**src/rtl/delay_arbiter_pkg.sv**
```systemverilog
// Shared types and defaults for the delay arbiter: FSM state encoding and default counter width.
package delay_arbiter_pkg;

    typedef enum logic [1:0] {
        StIdle = 2'd0,
        StRun  = 2'd1,
        StDone = 2'd2
    } state_e;

    localparam int unsigned DelayWDefault = 32;

endpackage

```
**src/rtl/delay_arbiter_counter.sv**
```systemverilog
// Cycle-delay counter: load zeroes the count and latches the target, the count then climbs to the
// target and holds there; hit flags equality, clr zeroes the count.
module delay_arbiter_counter #(
    parameter int unsigned Width = 32
) (
    input  logic             clock_i,
    input  logic             reset_ni,
    input  logic             load_i,
    input  logic             clr_i,
    input  logic [Width-1:0] m_i,
    output logic [Width-1:0] count_o,
    output logic             hit_o
);

    logic [Width-1:0] count_q;
    logic [Width-1:0] m_q;

    always_ff @(posedge clock_i or negedge reset_ni) begin
        if (!reset_ni) begin
            count_q <= '0;
            m_q     <= '0;
        end else if (clr_i) begin
            count_q <= '0;
        end else if (load_i) begin
            count_q <= '0;
            m_q     <= m_i;
        end else if (!hit_o) begin
            // Equality stop means a target of all-ones never wraps.
            count_q <= count_q + Width'(1);
        end
    end

    assign hit_o   = (count_q == m_q);
    assign count_o = count_q;

endmodule

```
**src/rtl/delay_arbiter.sv**
```systemverilog
// Round-robin arbiter sharing one delay counter among NReq requesters; the owner gets a DONE pulse
// after its latched delay elapses, or loses the grant silently if it drops its request.
module delay_arbiter
    import delay_arbiter_pkg::*;
#(
    parameter int unsigned NReq  = 4,
    parameter int unsigned Width = DelayWDefault
) (
    input  logic                  clock_i,
    input  logic                  reset_ni,
    input  logic [NReq-1:0]       req_i,
    input  logic [NReq*Width-1:0] m_flat_i,
    output logic [NReq-1:0]       grant_o,
    output logic [NReq-1:0]       done_o,
    output logic                  busy_o,
    output logic [Width-1:0]      count_o
);

    localparam int unsigned IdxW = $clog2(NReq);

    state_e           state_q;
    logic [NReq-1:0]  grant_q;
    logic [NReq-1:0]  done_q;
    logic             busy_q;
    logic [IdxW-1:0]  owner_q;
    logic [IdxW-1:0]  rr_ptr_q;

    logic [IdxW-1:0]  winner;
    logic [Width-1:0] m_sel;
    logic             owner_req;
    logic             cnt_load;
    logic             cnt_clr;
    logic             cnt_hit;

    // First requester strictly after ptr, wrapping; ptr itself is searched last.
    function automatic logic [IdxW-1:0] rr_pick(input logic [NReq-1:0] req,
                                                input logic [IdxW-1:0] ptr);
        logic [IdxW-1:0] win;
        logic [IdxW-1:0] cand;
        logic            found;
        win   = ptr;
        found = 1'b0;
        for (int unsigned i = 1; i <= NReq; i++) begin
            cand = IdxW'((32'(ptr) + i) % NReq);
            if (!found && req[cand]) begin
                win   = cand;
                found = 1'b1;
            end
        end
        return win;
    endfunction

    assign winner    = rr_pick(req_i, rr_ptr_q);
    assign owner_req = req_i[owner_q];

    always_comb begin
        m_sel = '0;
        for (int unsigned i = 0; i < NReq; i++) begin
            if (32'(winner) == i) begin
                m_sel = m_flat_i[i*Width +: Width];
            end
        end
    end

    always_comb begin
        cnt_load = (state_q == StIdle) && (req_i != '0);
        // Zero the count whenever the next state is not a continuing RUN.
        cnt_clr  = !cnt_load && !((state_q == StRun) && owner_req && !cnt_hit);
    end

    always_ff @(posedge clock_i or negedge reset_ni) begin
        if (!reset_ni) begin
            state_q  <= StIdle;
            grant_q  <= '0;
            done_q   <= '0;
            busy_q   <= 1'b0;
            owner_q  <= '0;
            rr_ptr_q <= IdxW'(NReq - 1);
        end else begin
            case (state_q)
                StIdle: begin
                    done_q <= '0;
                    if (req_i != '0) begin
                        grant_q  <= NReq'(1) << winner;
                        owner_q  <= winner;
                        rr_ptr_q <= winner;
                        busy_q   <= 1'b1;
                        state_q  <= StRun;
                    end
                end
                StRun: begin
                    // Abort outranks a same-cycle completion.
                    if (!owner_req) begin
                        grant_q <= '0;
                        busy_q  <= 1'b0;
                        state_q <= StIdle;
                    end else if (cnt_hit) begin
                        grant_q <= '0;
                        done_q  <= grant_q;
                        state_q <= StDone;
                    end
                end
                StDone: begin
                    done_q  <= '0;
                    busy_q  <= 1'b0;
                    state_q <= StIdle;
                end
                default: begin
                    grant_q <= '0;
                    done_q  <= '0;
                    busy_q  <= 1'b0;
                    state_q <= StIdle;
                end
            endcase
        end
    end

    delay_arbiter_counter #(
        .Width(Width)
    ) u_counter (
        .clock_i (clock_i),
        .reset_ni(reset_ni),
        .load_i  (cnt_load),
        .clr_i   (cnt_clr),
        .m_i     (m_sel),
        .count_o (count_o),
        .hit_o   (cnt_hit)
    );

    assign grant_o = grant_q;
    assign done_o  = done_q;
    assign busy_o  = busy_q;

endmodule

```
**config.mk**
```make
export PLATFORM = sky130hd
export DESIGN_NAME = delay_arbiter
export DESIGN_NICKNAME = d
export VERILOG_FILES = /design/src/rtl/delay_arbiter_pkg.sv /design/src/rtl/delay_arbiter_counter.sv /design/src/rtl/delay_arbiter.sv
export SDC_FILE = /design/constraint.sdc
export NUM_CORES = 1
export LEC_CHECK = 0
export CELL_PAD_IN_SITES_DETAIL_PLACEMENT = 0
export CELL_PAD_IN_SITES_GLOBAL_PLACEMENT = 1
export CORE_MARGIN = 2
export CORE_UTILIZATION = 25
export CTS_CLUSTER_SIZE = 24
export DETAILED_ROUTE_END_ITERATION = 6
export GPL_TIMING_DRIVEN = 0
export PLACE_DENSITY = 0.67
export SETUP_SLACK_MARGIN = 0.05
export SYNTH_ARGS = -nofsm -noshare
export SYNTH_HDL_FRONTEND = slang
export SYNTH_HIERARCHICAL = 1
export SYNTH_SLANG_ARGS = --single-unit
export TNS_END_PERCENT = 5
```
**constraint.sdc**
```tcl
create_clock -name clock_i -period 4.4 [get_ports clock_i]
set_input_delay 0.44 -clock clock_i [delete_from_list [all_inputs] [get_ports clock_i]]
set_output_delay 0.44 -clock clock_i [all_outputs]
set_load 0.01 [all_outputs]
```
==> results of run 1 <==
==> final timing paths <==
check	start	endpoint	slack [ns]	cells after the start
min reg2reg	done_o[2]	done_o[2]	0.53	2
min	reset_ni	grant_o[2]	0.03	1
max reg2reg	u_counter/count_o[4]	u_counter/count_o[26]	0.36	13
min in group clock_i	done_o[2]	done_o[2]	0.53	2
max in group asynchronous	reset_ni	rr_ptr_q[0]	3.76	2
max	u_counter/count_o[4]	u_counter/count_o[26]	0.36	13
==> where the power goes <==
group	switching [mW]	total, mW	internal [mW]
clock network	0.298	0.793	0.495
registers	0.192	1.14	0.947
logic	0.914	1.84	0.923
total	1.40	3.77	2.36
==> per-stage QoR <==
stage	hold slack [ns]	area (µm²)	total power, mW
floorplan	0.144	5030	2.38
global placement	0.506	7100	2.96
detailed placement	0.414	7130	3.00
CTS	0.0424	7440	3.80
global route	0.0578	7440	4.04
finish	0.0341	7440	3.77
==> layer usage <==
metal / track usage, % / vias up / wire (µm)
met5: 0 / - / 0
met3: 3.51 / 23 / 913
li1: - / 2308 / -
met2: 28.5 / 152 / 8780
met1: 20.3 / 2341 / 7620
met4: 5.25 / 0 / 360
==> area by class of cell <==
class / count / share of cell area, %
Tap cell: 265 / 4.46
Multi-Input combinational cell: 403 / 38.5
Buffer: 35 / 2.15
Sequential cell: 79 / 26.6
Timing Repair Buffer: 175 / 23.7
Inverter: 6 / 0.303
Clock buffer: 10 / 3.08
Clock inverter: 6 / 1.14
==> registers in the layout (all words and copies together) (netlist names) <==
signal	count
busy_o	1
done_o	4
grant_o	4
owner_q	2
rr_ptr_q	2
state_q	2
u_counter/count_o	32
u_counter/m_q	32
==> critical path: cells and delay by family (launching register included) <==
family                    cells  cell delay [ns]
AOI/OAI and AO/OA             2             0.21
and+or+nand+nor               5             1.26
buffers and inverters         5             1.55
xor gates and xnor gates      1             0.36
DFF                           1             0.51
==> logic make-up (layout without fill, tap and decap cells) <==
logic type / after synthesis / in the layout
and+or+nand+nor: 161 / 161
AOI/OAI and AO/OA: 136 / 136
DFF: 79 / 79
muxes: 71 / 71
buffers and inverters: 41 / 232
xor gates and xnor gates: 34 / 34
adders and majority gates: 1 / 1
==> placed cells by master, fill, tap and decap left out, drive strengths merged, types with 5 or more instances in the layout <==
cell type / instances
clkdlybuf4s50: 173
dfrtp: 77
a21oi: 63
mux2i: 38
nand2b: 36
xnor2: 33
a22oi: 32
mux2: 32
clkbuf: 24
buf: 23
nand2: 21
o21ai: 21
or3: 21
nand4: 20
nor2: 18
nand3: 12
or4: 11
o31ai: 8
inv: 6
and3: 5
==> impl_metrics.toml, run 1 <==
[cts]
cts.clk_slew.worst_paths_ns = 0.06
cts_tree = "built"
postCtsSetupRepairBufs = 0
clockBufferDepth = 2
htreeDepth = 3
clkLatencyLatePin_ns = 0.34
cts_root_buf = "clkbuf_16"
ctsHoldBuffers = 0
cts_made_buffers = 9
cts_resized = 0
numClockSinks = 79

[synthesis]
synth_cells = 523
synth.area.top_cells = "dfrtp_1 38%, mux2i_1 7.6%, mux2_2 7.2%, a21oi_1 6.3%, xnor2_1 5.7%"
yosys.area_share.adder_pct = 0.249
synth-compound-area-share_pct = 16.4
yosys.area_share.simple_pct = 19.3
synth_edf_count = 0
yosysMostFrequentCell = "dfrtp_1"
synth_top_family_by_area = "simple AND/OR/NAND/NOR gates"
synth_xor_area_share_pct = 5.92
ys_async_sr_fraction_pct = 100
ys_ff_latch = 79
synth_common_cells = "77 x dfrtp_1, 63 x a21oi_1, 38 x mux2i_1"
syn_nets = 658
synth_top_area_share_pct = 38.3
synth_mux_area_share_pct = 15.2
synth-main-ff-cell = "dfrtp_1"
yosysSeqAreaShare_pct = 39.4
yosysWarnings = 6
ys_types = 49
syn-cell-area_um2 = 5030
avgSynthCellArea_um2 = 9.62
synth_top_area_cell = "dfrtp_1"

[global_routing]
antenna_found_initial = 0
grt_pass1_wl_mm = 27.5
grt_max_degree = 50
first_global_vias = 5008
grt-ovfl-total = 0
grt_usage_pct = 16.4

[run]
drv_cap = 0

[timing]
setup_viol = 0
post-route-period-util_pct = 91.9
tns_ns = 0
max_slew_margin_pct = 52.8
tightestPinTransition_ns = 0.701
rsz0062_at_grt = "false"
setup_slack_ns = 0.359
finalWorstPathRequiredPeriod_ns = 4.04
fin_skew_ns = 0.00787
timing.fmax_mhz = 247
hold_viol = 0
slew_viol_final = 0

[final_layout]
fin_util_pct = 38.0
drive_gt1_share_pct = 11.1
final_cells = 979
multi_input_area_um2 = 2870
diodes = 0
regArea_um2 = 1980
final_nets = 844
syn_to_final_growth_pct = 48.0
n_fill_cell = 1974

[power_and_ir_drop]
power_leakage_nw = 2.88
peakVddDrop_mv = 0.180
cellPowerDensity_nw_per_um2 = 506

[place]
port_buffers = 174
pre_cts_slack_ns = 0.457
gp_congestion = 0.833
dp_hpwl_mm = 14.1
placedCellCount = 963

[setup_path]
start_kind = "flip-flop"
required_ns = 4.60
crit_chain = "xnor2_1 -> nand4_1 -> nor4_1 -> and2_4 -> buf_2 -> buf_2 -> nand2b_1 -> a211oi_1 -> inv_1 -> or2_2 -> clkbuf_1 -> clkbuf_1 -> a21oi_1"
max_stage_delay_ns = 0.51
slowest_stage = "dfrtp_1"
end_kind = "flip-flop"
path_max_fanout = 11
arrival_ns = 4.24
criticalPathCategory = "flip-flop to flip-flop"

[min_path]
hp-class = "input port to asynchronous set/reset pin"

[run_status]
status = "completed"

[die]
start_util_pct = 25.7
dieArea_um2 = 21300
die_w_um = 146
rows = 51
die_h_um = 146
io_pins = 175
core_area_um2 = 19600

[route]
wl_mm = 17.7
firstDrtPassIters = 6
initialDrtViolationCount = 291
drc = 0
wire_per_inst_um = 18.0
drt-vias-per-instance = 4.93
vias = 4824
antenna_left = 0
No activity file was read; power rests on OpenSTA's default activity.
==> run 2: changes to the inputs <==
--- a/config.mk
+++ b/config.mk
@@ -7,7 +7,7 @@
 export LEC_CHECK = 0
 export CELL_PAD_IN_SITES_DETAIL_PLACEMENT = 0
 export CELL_PAD_IN_SITES_GLOBAL_PLACEMENT = 1
-export CORE_MARGIN = 2
+export CORE_MARGIN = 8
 export CORE_UTILIZATION = 25
 export CTS_CLUSTER_SIZE = 24
 export DETAILED_ROUTE_END_ITERATION = 6
@@ -18,4 +18,4 @@
 export SYNTH_HDL_FRONTEND = slang
 export SYNTH_HIERARCHICAL = 1
 export SYNTH_SLANG_ARGS = --single-unit
-export TNS_END_PERCENT = 5
+export TNS_END_PERCENT = 1
==> impl_metrics.toml, run 2 (same netlist as run 1, synthesis figures left out) <==
[run_status]
status = "completed"

[route]
vias = 4803
initialDrtViolationCount = 294
antenna_left = 0
drt-vias-per-instance = 4.88
highest_layer = "met4"
wl_mm = 18.4
wire_per_inst_um = 18.7
firstDrtPassIters = 6
wl_met3_mm = 1.09
drc = 0
drt-met1-wl_mm = 7.70
wl_met2_mm = 9.41

[cts]
cts.clk_slew.worst_paths_ns = 0.06
htreeDepth = 3
postCtsSetupRepairBufs = 0
clockBufferDepth = 2
cts_tree = "built"
cts_resized = 0
clkLatencyLatePin_ns = 0.34
ctsHoldBuffers = 0
cts_root_buf = "clkbuf_16"
cts_made_buffers = 9
numClockSinks = 79

[setup_path]
slowest_stage = "dfrtp_1"
start_kind = "flip-flop"
arrival_ns = 4.17
r2r_start = "u_counter/count_o[4]"
required_ns = 4.60
crit_family = "buffers and inverters"
max_stage_delay_ns = 0.52
criticalPathCategory = "flip-flop to flip-flop"
end_kind = "flip-flop"
crit_path_start = "u_counter/count_o[4]"
cp.depth = 13
worst-path-buf-inv = 5
crit_chain = "xnor2_1 -> nand4_1 -> nor4_1 -> and2_4 -> buf_2 -> buf_2 -> nand2b_1 -> a211oi_1 -> inv_1 -> or2_2 -> clkbuf_1 -> clkbuf_1 -> a21oi_1"
r2r_cells = 13
path_max_fanout = 11

[timing]
finalWorstPathRequiredPeriod_ns = 3.97
tightestPinTransition_ns = 0.827
max_slew_margin_pct = 44.4
slew_viol_final = 0
setup_viol = 0
hold_viol = 0
post-route-period-util_pct = 90.2
tns_ns = 0
timing.fmax_mhz = 252
holdWs_ns = 0.0290
rsz0062_at_grt = "false"
fin_skew_ns = 0.0119

[final_layout]
diodes = 0
drive_gt1_share_pct = 11.1
final_area_um2 = 7460
fin_util_pct = 37.3
final_nets = 844
syn_to_final_growth_pct = 48.3
final_common_cell = "clkdlybuf4s50_1"
mostFrequentLayoutCells = "173 x clkdlybuf4s50_1, 77 x dfrtp_1, 63 x a21oi_1, 38 x mux2i_1, 36 x nand2b_1"

[place]
port_buffers = 174
gp_congestion = 0.845
dp_hpwl_mm = 14.9
place_area_um2 = 7130

[min_path]
hp-class = "input port to asynchronous set/reset pin"

[die]
core_area_um2 = 20000
io_pins = 175
start_util_pct = 25.2
dieArea_um2 = 24900
die_w_um = 158
rows = 52
die_h_um = 158

[global_routing]
grt-ovfl-total = 0
grt_max_degree = 54
grt_pass1_wl_mm = 28.3
first_global_vias = 5062
antenna_found_initial = 0
grt_usage_pct = 14.9

[power_and_ir_drop]
cellPowerDensity_nw_per_um2 = 506
peakVddDrop_mv = 0.224
power_leakage_nw = 2.88

[run]
drv_cap = 0
## run 2: worst reg2reg max path: stages, from the launching register on
cell and delay, ns:
dfrtp_1 0.52, xnor2_1 0.37, nand4_1 0.22, nor4_1 0.41, and2_4 0.25, buf_2 0.23
buf_2 0.32, nand2b_1 0.16, a211oi_1 0.09, inv_1 0.13, or2_2 0.17, clkbuf_1 0.42
clkbuf_1 0.44, a21oi_1 0.09
## run 2: final cells by class
cell class | count | area, µm²
clock buffers | 11 | 243
multi-input cells | 403 | 2870
plain buffers | 35 | 160
well taps | 270 | 338
repair buffers | 175 | 1770
flip-flops and latches | 79 | 1980
inverters | 6 | 22.5
clock inverters | 5 | 81.3
fillers | 2050 | 12500
## run 2: report_power, final
part           total [mW]  internal [mW]  switching [mW]
Combinational        1.83          0.922           0.909
Clock               0.807          0.512           0.295
Sequential           1.14          0.947           0.191
## run 2: worst paths after layout
kind | endpoint | slack, ns
max | u_counter/count_o[28] | 0.43
min | grant_o[3] | 0.03
max reg2reg | u_counter/count_o[28] | 0.43
min reg2reg | done_o[1] | 0.52
max in group asynchronous | rr_ptr_q[0] | 3.77
min in group clock_i | done_o[1] | 0.52
## run 2: layer usage
metal  vias to the layer above  global-route usage [%]
met3                        16                    3.74
met1                      2332                    17.7
li1                       2310                       -
met4                         0                    2.99
met2                       145                    26.5
met5                         -                       0
## run 2: through the flow
step / cells / worst slack (ns) / total power, mW
after floorplan: 523 / 1.50 / 2.38
after global placement: 967 / 0.0287 / 2.96
after detailed placement: 968 / 0.571 / 3.00
after CTS: 984 / 0.555 / 3.82
after global routing: 984 / 0.140 / 4.06
final: 984 / 0.432 / 3.78
==> variant 1 (config.mk and constraints of run 1) <==
`NReq`: 4 -> 8.
--- a/src/rtl/delay_arbiter.sv
+++ b/src/rtl/delay_arbiter.sv
@@ -3,7 +3,7 @@
 module delay_arbiter
     import delay_arbiter_pkg::*;
 #(
-    parameter int unsigned NReq  = 4,
+    parameter int unsigned NReq  = 8,
     parameter int unsigned Width = DelayWDefault
 ) (
     input  logic                  clock_i,
Interface: changed (resized done_o, grant_o, m_flat_i and req_i); port bits go from 175 to 315. No check against the original RTL was run, so the function may have changed too.
==> variant 1 against run 1 <==
  * Power grew to 3.7 times the old value
  * Wire length rose by 100%
  * Worst hold slack improved by 82 ps
  * Count of clock-buffer cells in the layout fell by 1
  * Via count increased by 65%
  * Final cell count is 56% higher
  * Core utilization increased by 2.0 points
  * Area after synthesis up 57%
  * Final area is 68% higher
  * Sequential share of layout area decreased by 8.8 points
  * Sequential cell count grew 10
  * Clock power is 8.6% higher
  * Worst setup slack got worse by 260 ps
==> variant 1: results (changes against run 1) <==
[outcome]
status=finished clean

[routing]
ant_nets=0  ; unchanged
first_pass_iters=5  ; -1
vias_per_cell=5.225  ; +6.0%
routedWlPerCell_um=23.63  ; +31%
drt_iter0_drc=628  ; +120%
wl_met2_mm=18.72  ; +110%
highest_layer=met4
wl_met1_mm=14.55  ; +91%
met3_wirelength_mm=1.944  ; +110%

[synth]
synth-compound-area-share_pct=16.33  ; -0.062 points
synth_area_leaders=dfrtp_1 (27%), mux4_2 (14%), mux2_2 (9.0%), xnor2_1 (5.2%), mux2i_1 (5.2%)
synthArstFlopShare_pct=100.0  ; unchanged
synthXorXnorAreaFrac_pct=5.623  ; -0.30 points
yosys-top-cells-count=dfrtp_1 (86), mux2_2 (63), nand2_1 (52), mux4_2 (49), xnor2_1 (47)
muxShareOfSynthArea_pct=28.86  ; +14 points
avgSynthCellArea_um2=10.34  ; +7.5%
synth_cell_types=86  ; +76%
yosys_warnings=6  ; unchanged
syn-num-nets=1033  ; +57%
synth_edf_count=0  ; unchanged
synthAdderAreaFrac_pct=0.4752  ; +0.23 points
synth_ff_type=dfrtp_1
synth-seq-area-share_pct=28.24  ; -11 points

[clock_network]
cts_buffers=9  ; unchanged
clockBufferDepth=2  ; unchanged
root_buffer=clkbuf_16
cts.htree.levels=3  ; unchanged
path_clk_slew_ps=70
insertion_delay_ps=350

[grt]
antenna_found_initial=4  ; +4
grt_pass1_wl_mm=52.81  ; +92%
grt_max_degree=47  ; -6.0%
gr-usage-all-layers_pct=21.61  ; +5.2 points
grt_pass1_vias=8195  ; +64%

[placement]
gp_congestion=0.8368  ; +0.50%
portBuffers=314  ; +80%
hpwlAfterDp_mm=29.26  ; +110%
pre_cts_slack_ps=-788.4  ; -1246 ps
placed_cell_area_um2=11570  ; +62%

[critical_path]
critPathMaxStageDelay_ps=580  ; +70 ps
slowest_stage=dfstp_2
startpoint=rr_ptr_q[1]$_DFFE_PN1P_
cp.arrival_ps=4540  ; +300 ps
path_max_fanout=10  ; -1
r2r_cells=16  ; +3
crit_family=multiplexers

[worst_hold_path]
hp-class=in -> async

[flow_run]
maxCapViolations=0  ; unchanged

[layout]
finalNetCount=1385  ; +64%
layout-drive-gt1-share_pct=22.57  ; +12 points
nFillCells=3077  ; +56%
instances_no_fill=1527  ; +56%

[power_and_ir_drop]
ir_drop_uv=639.7  ; +260%
p_leak_nw=4.832  ; +68%

[sta]
slew_headroom_pct=26.67  ; -26 points
skew_ps=12.09  ; +4.226 ps

## variant 1: power breakdown
group          leakage (nW)  switching (mW)  internal [mW]  total (mW)
clock                 0.163           0.356          0.505       0.861
combinational          3.53            5.83           5.95        11.8
sequential             1.14           0.199           1.08        1.28
## variant 1: final timing paths
check | slack, ps | endpoint
min in group clock_i | 460 | busy_o$_DFFE_PN0P_
hold reg to reg | 460 | busy_o$_DFFE_PN0P_
hold / removal | 120 | u_counter/count_o[23]$_DFFE_PN0P_
setup reg to reg | 100 | u_counter/m_q[25]$_DFFE_PN0P_
max in group asynchronous | 3620 | u_counter/m_q[17]$_DFFE_PN0P_
setup / recovery | 100 | u_counter/m_q[25]$_DFFE_PN0P_
## variant 1: layer usage
| metal | track usage [%] | vias up |
|---|---|---|
| li1 | - | 3667 |
| met1 | 25.88 | 3958 |
| met2 | 39.23 | 317 |
| met3 | 3.991 | 36 |
| met4 | 6.472 | 0 |
| met5 | 0 | - |
## variant 1: layout make-up
cell class | count | area, um2 | share of cell area, %
Tap cell | 402 | 503.0 | 4.014
Clock inverter | 7 | 101.3 | 0.8088
Clock buffer | 9 | 225.2 | 1.797
Sequential cell | 89 | 2231 | 17.80
Inverter | 32 | 126.4 | 1.008
Antenna cell | 4 | 10.01 | 0.07988
Multi-Input combinational cell | 584 | 5435 | 43.37
Timing Repair Buffer | 343 | 3436 | 27.42
Buffer | 57 | 462.9 | 3.694
## variant 1: what timing repair did
| item | in CTS | in global routing |
|---|---|---|
| endpoints found under the setup margin | 37 | 32 |
| pin swaps | 7 | 11 |
| resized for setup | 55 | 40 |
| setup buffers | 11 | 17 |
| gates cloned | 1 | 0 |
==> variant 2 (settings of run 1) <==
Without the edit above. Make the reset (`reset_ni`) synchronous in 2 clocked blocks.
--- a/src/rtl/delay_arbiter_counter.sv
+++ b/src/rtl/delay_arbiter_counter.sv
@@ -15,7 +15,7 @@
     logic [Width-1:0] count_q;
     logic [Width-1:0] m_q;
 
-    always_ff @(posedge clock_i or negedge reset_ni) begin
+    always_ff @(posedge clock_i) begin
         if (!reset_ni) begin
             count_q <= '0;
             m_q     <= '0;
--- a/src/rtl/delay_arbiter.sv
+++ b/src/rtl/delay_arbiter.sv
@@ -68,7 +68,7 @@
         cnt_clr  = !cnt_load && !((state_q == StRun) && owner_req && !cnt_hit);
     end
 
-    always_ff @(posedge clock_i or negedge reset_ni) begin
+    always_ff @(posedge clock_i) begin
         if (!reset_ni) begin
             state_q  <= StIdle;
             grant_q  <= '0;
Function: differs if reset_ni is asserted again (counterexample within 4 cycles, from zero or initial values and one cycle with reset_ni low); with reset_ni held inactive, the same outputs for 4 cycles.
==> variant 2 against run 1 <==
  * Area after synthesis fell by 5.7%
  * Clock skew fell by 0.69 ps
  * Maximum frequency rose by 7.3%
  * Non-clock buffer count rose by 3
  * Worst setup slack improved by 270 ps
  * First-iteration DRC count fell by 24%
  * Final area fell by 5.5%
  * Sequential cell count did not move
  * Via count rose by 4.7%
  * Critical path depth rose by 1
  * Wire length did not move
  * Critical path type unchanged
Power is not compared: it rests on default switching activity, and its combinational part moved more than twofold at a synthesized area within 25%.
==> variant 2: results (changes against run 1) <==
[sta]
fin_hold_ws_ps=459.1  ; +425.0 ps
slew_headroom_pct=62.69  ; +9.9 points
skew_ps=7.176  ; -0.6890 ps

[routing]
first_pass_iters=4  ; -2
met3_wirelength_mm=1.058  ; +16%
wl_met1_mm=7.736  ; +1.6%
drt_iter0_drc=220  ; -24%
vias_per_cell=4.998  ; +1.4%

[grt]
use_met1_pct=22.24  ; +1.9 points
use_met2_pct=30.40  ; +1.9 points
gr-usage-all-layers_pct=17.46  ; +1.0 points
grt_max_degree=16  ; -68%
grt_pass1_wl_mm=27.32  ; -0.55%
grt_pass1_vias=5098  ; +1.8%
use_met3_pct=2.970  ; -0.54 points

[critical_path]
reg2reg_to=u_counter/count_o[0]$_SDFFE_PP0P_
timing.rr.start=u_counter/count_o[24]$_SDFFE_PP0P_
reg2reg_slack_ps=630  ; +270 ps
critPathMaxStageDelay_ps=480  ; -30 ps
r2r_cells=14  ; +1
crit_family=simple AND/OR/NAND/NOR gates

[synth]
muxShareOfSynthArea_pct=7.441  ; -7.7 points
synth-seq-area-share_pct=33.35  ; -6.0 points
yosys-top-cells-count=nand2_1 (119), dfxtp_1 (79), a21oi_1 (48), xor2_1 (41), mux2i_1 (33)
synth-compound-area-share_pct=23.64  ; +7.2 points
synth_ff_type=dfxtp_1
syn-num-nets=723  ; +9.9%
synthXorXnorAreaFrac_pct=8.311  ; +2.4 points

[placement]
placed_cell_area_um2=6777  ; -4.9%
pre_cts_slack_ps=774.4  ; +317.1 ps
hpwlAfterDp_mm=14.14  ; +0.47%

[layout]
layout-drive-gt1-share_pct=7.079  ; -4.0 points
instances_no_fill=1011  ; +3.3%

[outcome]
status=finished clean

[variant 2: cell types whose count changed after synthesis, sizes merged, moves of 32 or more]
cell / before / now
a21boi: 0 / 32
dfrtp: 77 / 0
nand2: 21 / 120
xor2: 1 / 41
mux2: 32 / 0
dfxtp: 0 / 79
nand2b: 36 / 4
[variant 2: cells by family after synthesis]
family / after synthesis
xor gates and xnor gates: 45
buffers and inverters: 46
AOI/OAI and AO/OA: 161
muxes: 34
DFF: 79
adders and majority gates: 1
and+or+nand+nor: 222
[variant 2: area by class of cell]
type	instances	area, um2
Buffer	39	193.9
Clock buffer	14	254.0
Clock inverter	1	5.005
Fill cell	1938	11610
Inverter	7	26.28
Multi-Input combinational cell	463	2940
Sequential cell	79	1582
Tap cell	234	292.8
Timing Repair Buffer	174	1742
[variant 2: report_power, final]
part	internal (mW)	total [mW]	leakage, nW	switching [mW]
logic	0.334	0.723	1.95	0.389
clock network	0.394	0.673	0.127	0.279
registers	0.777	0.827	0.644	0.0502
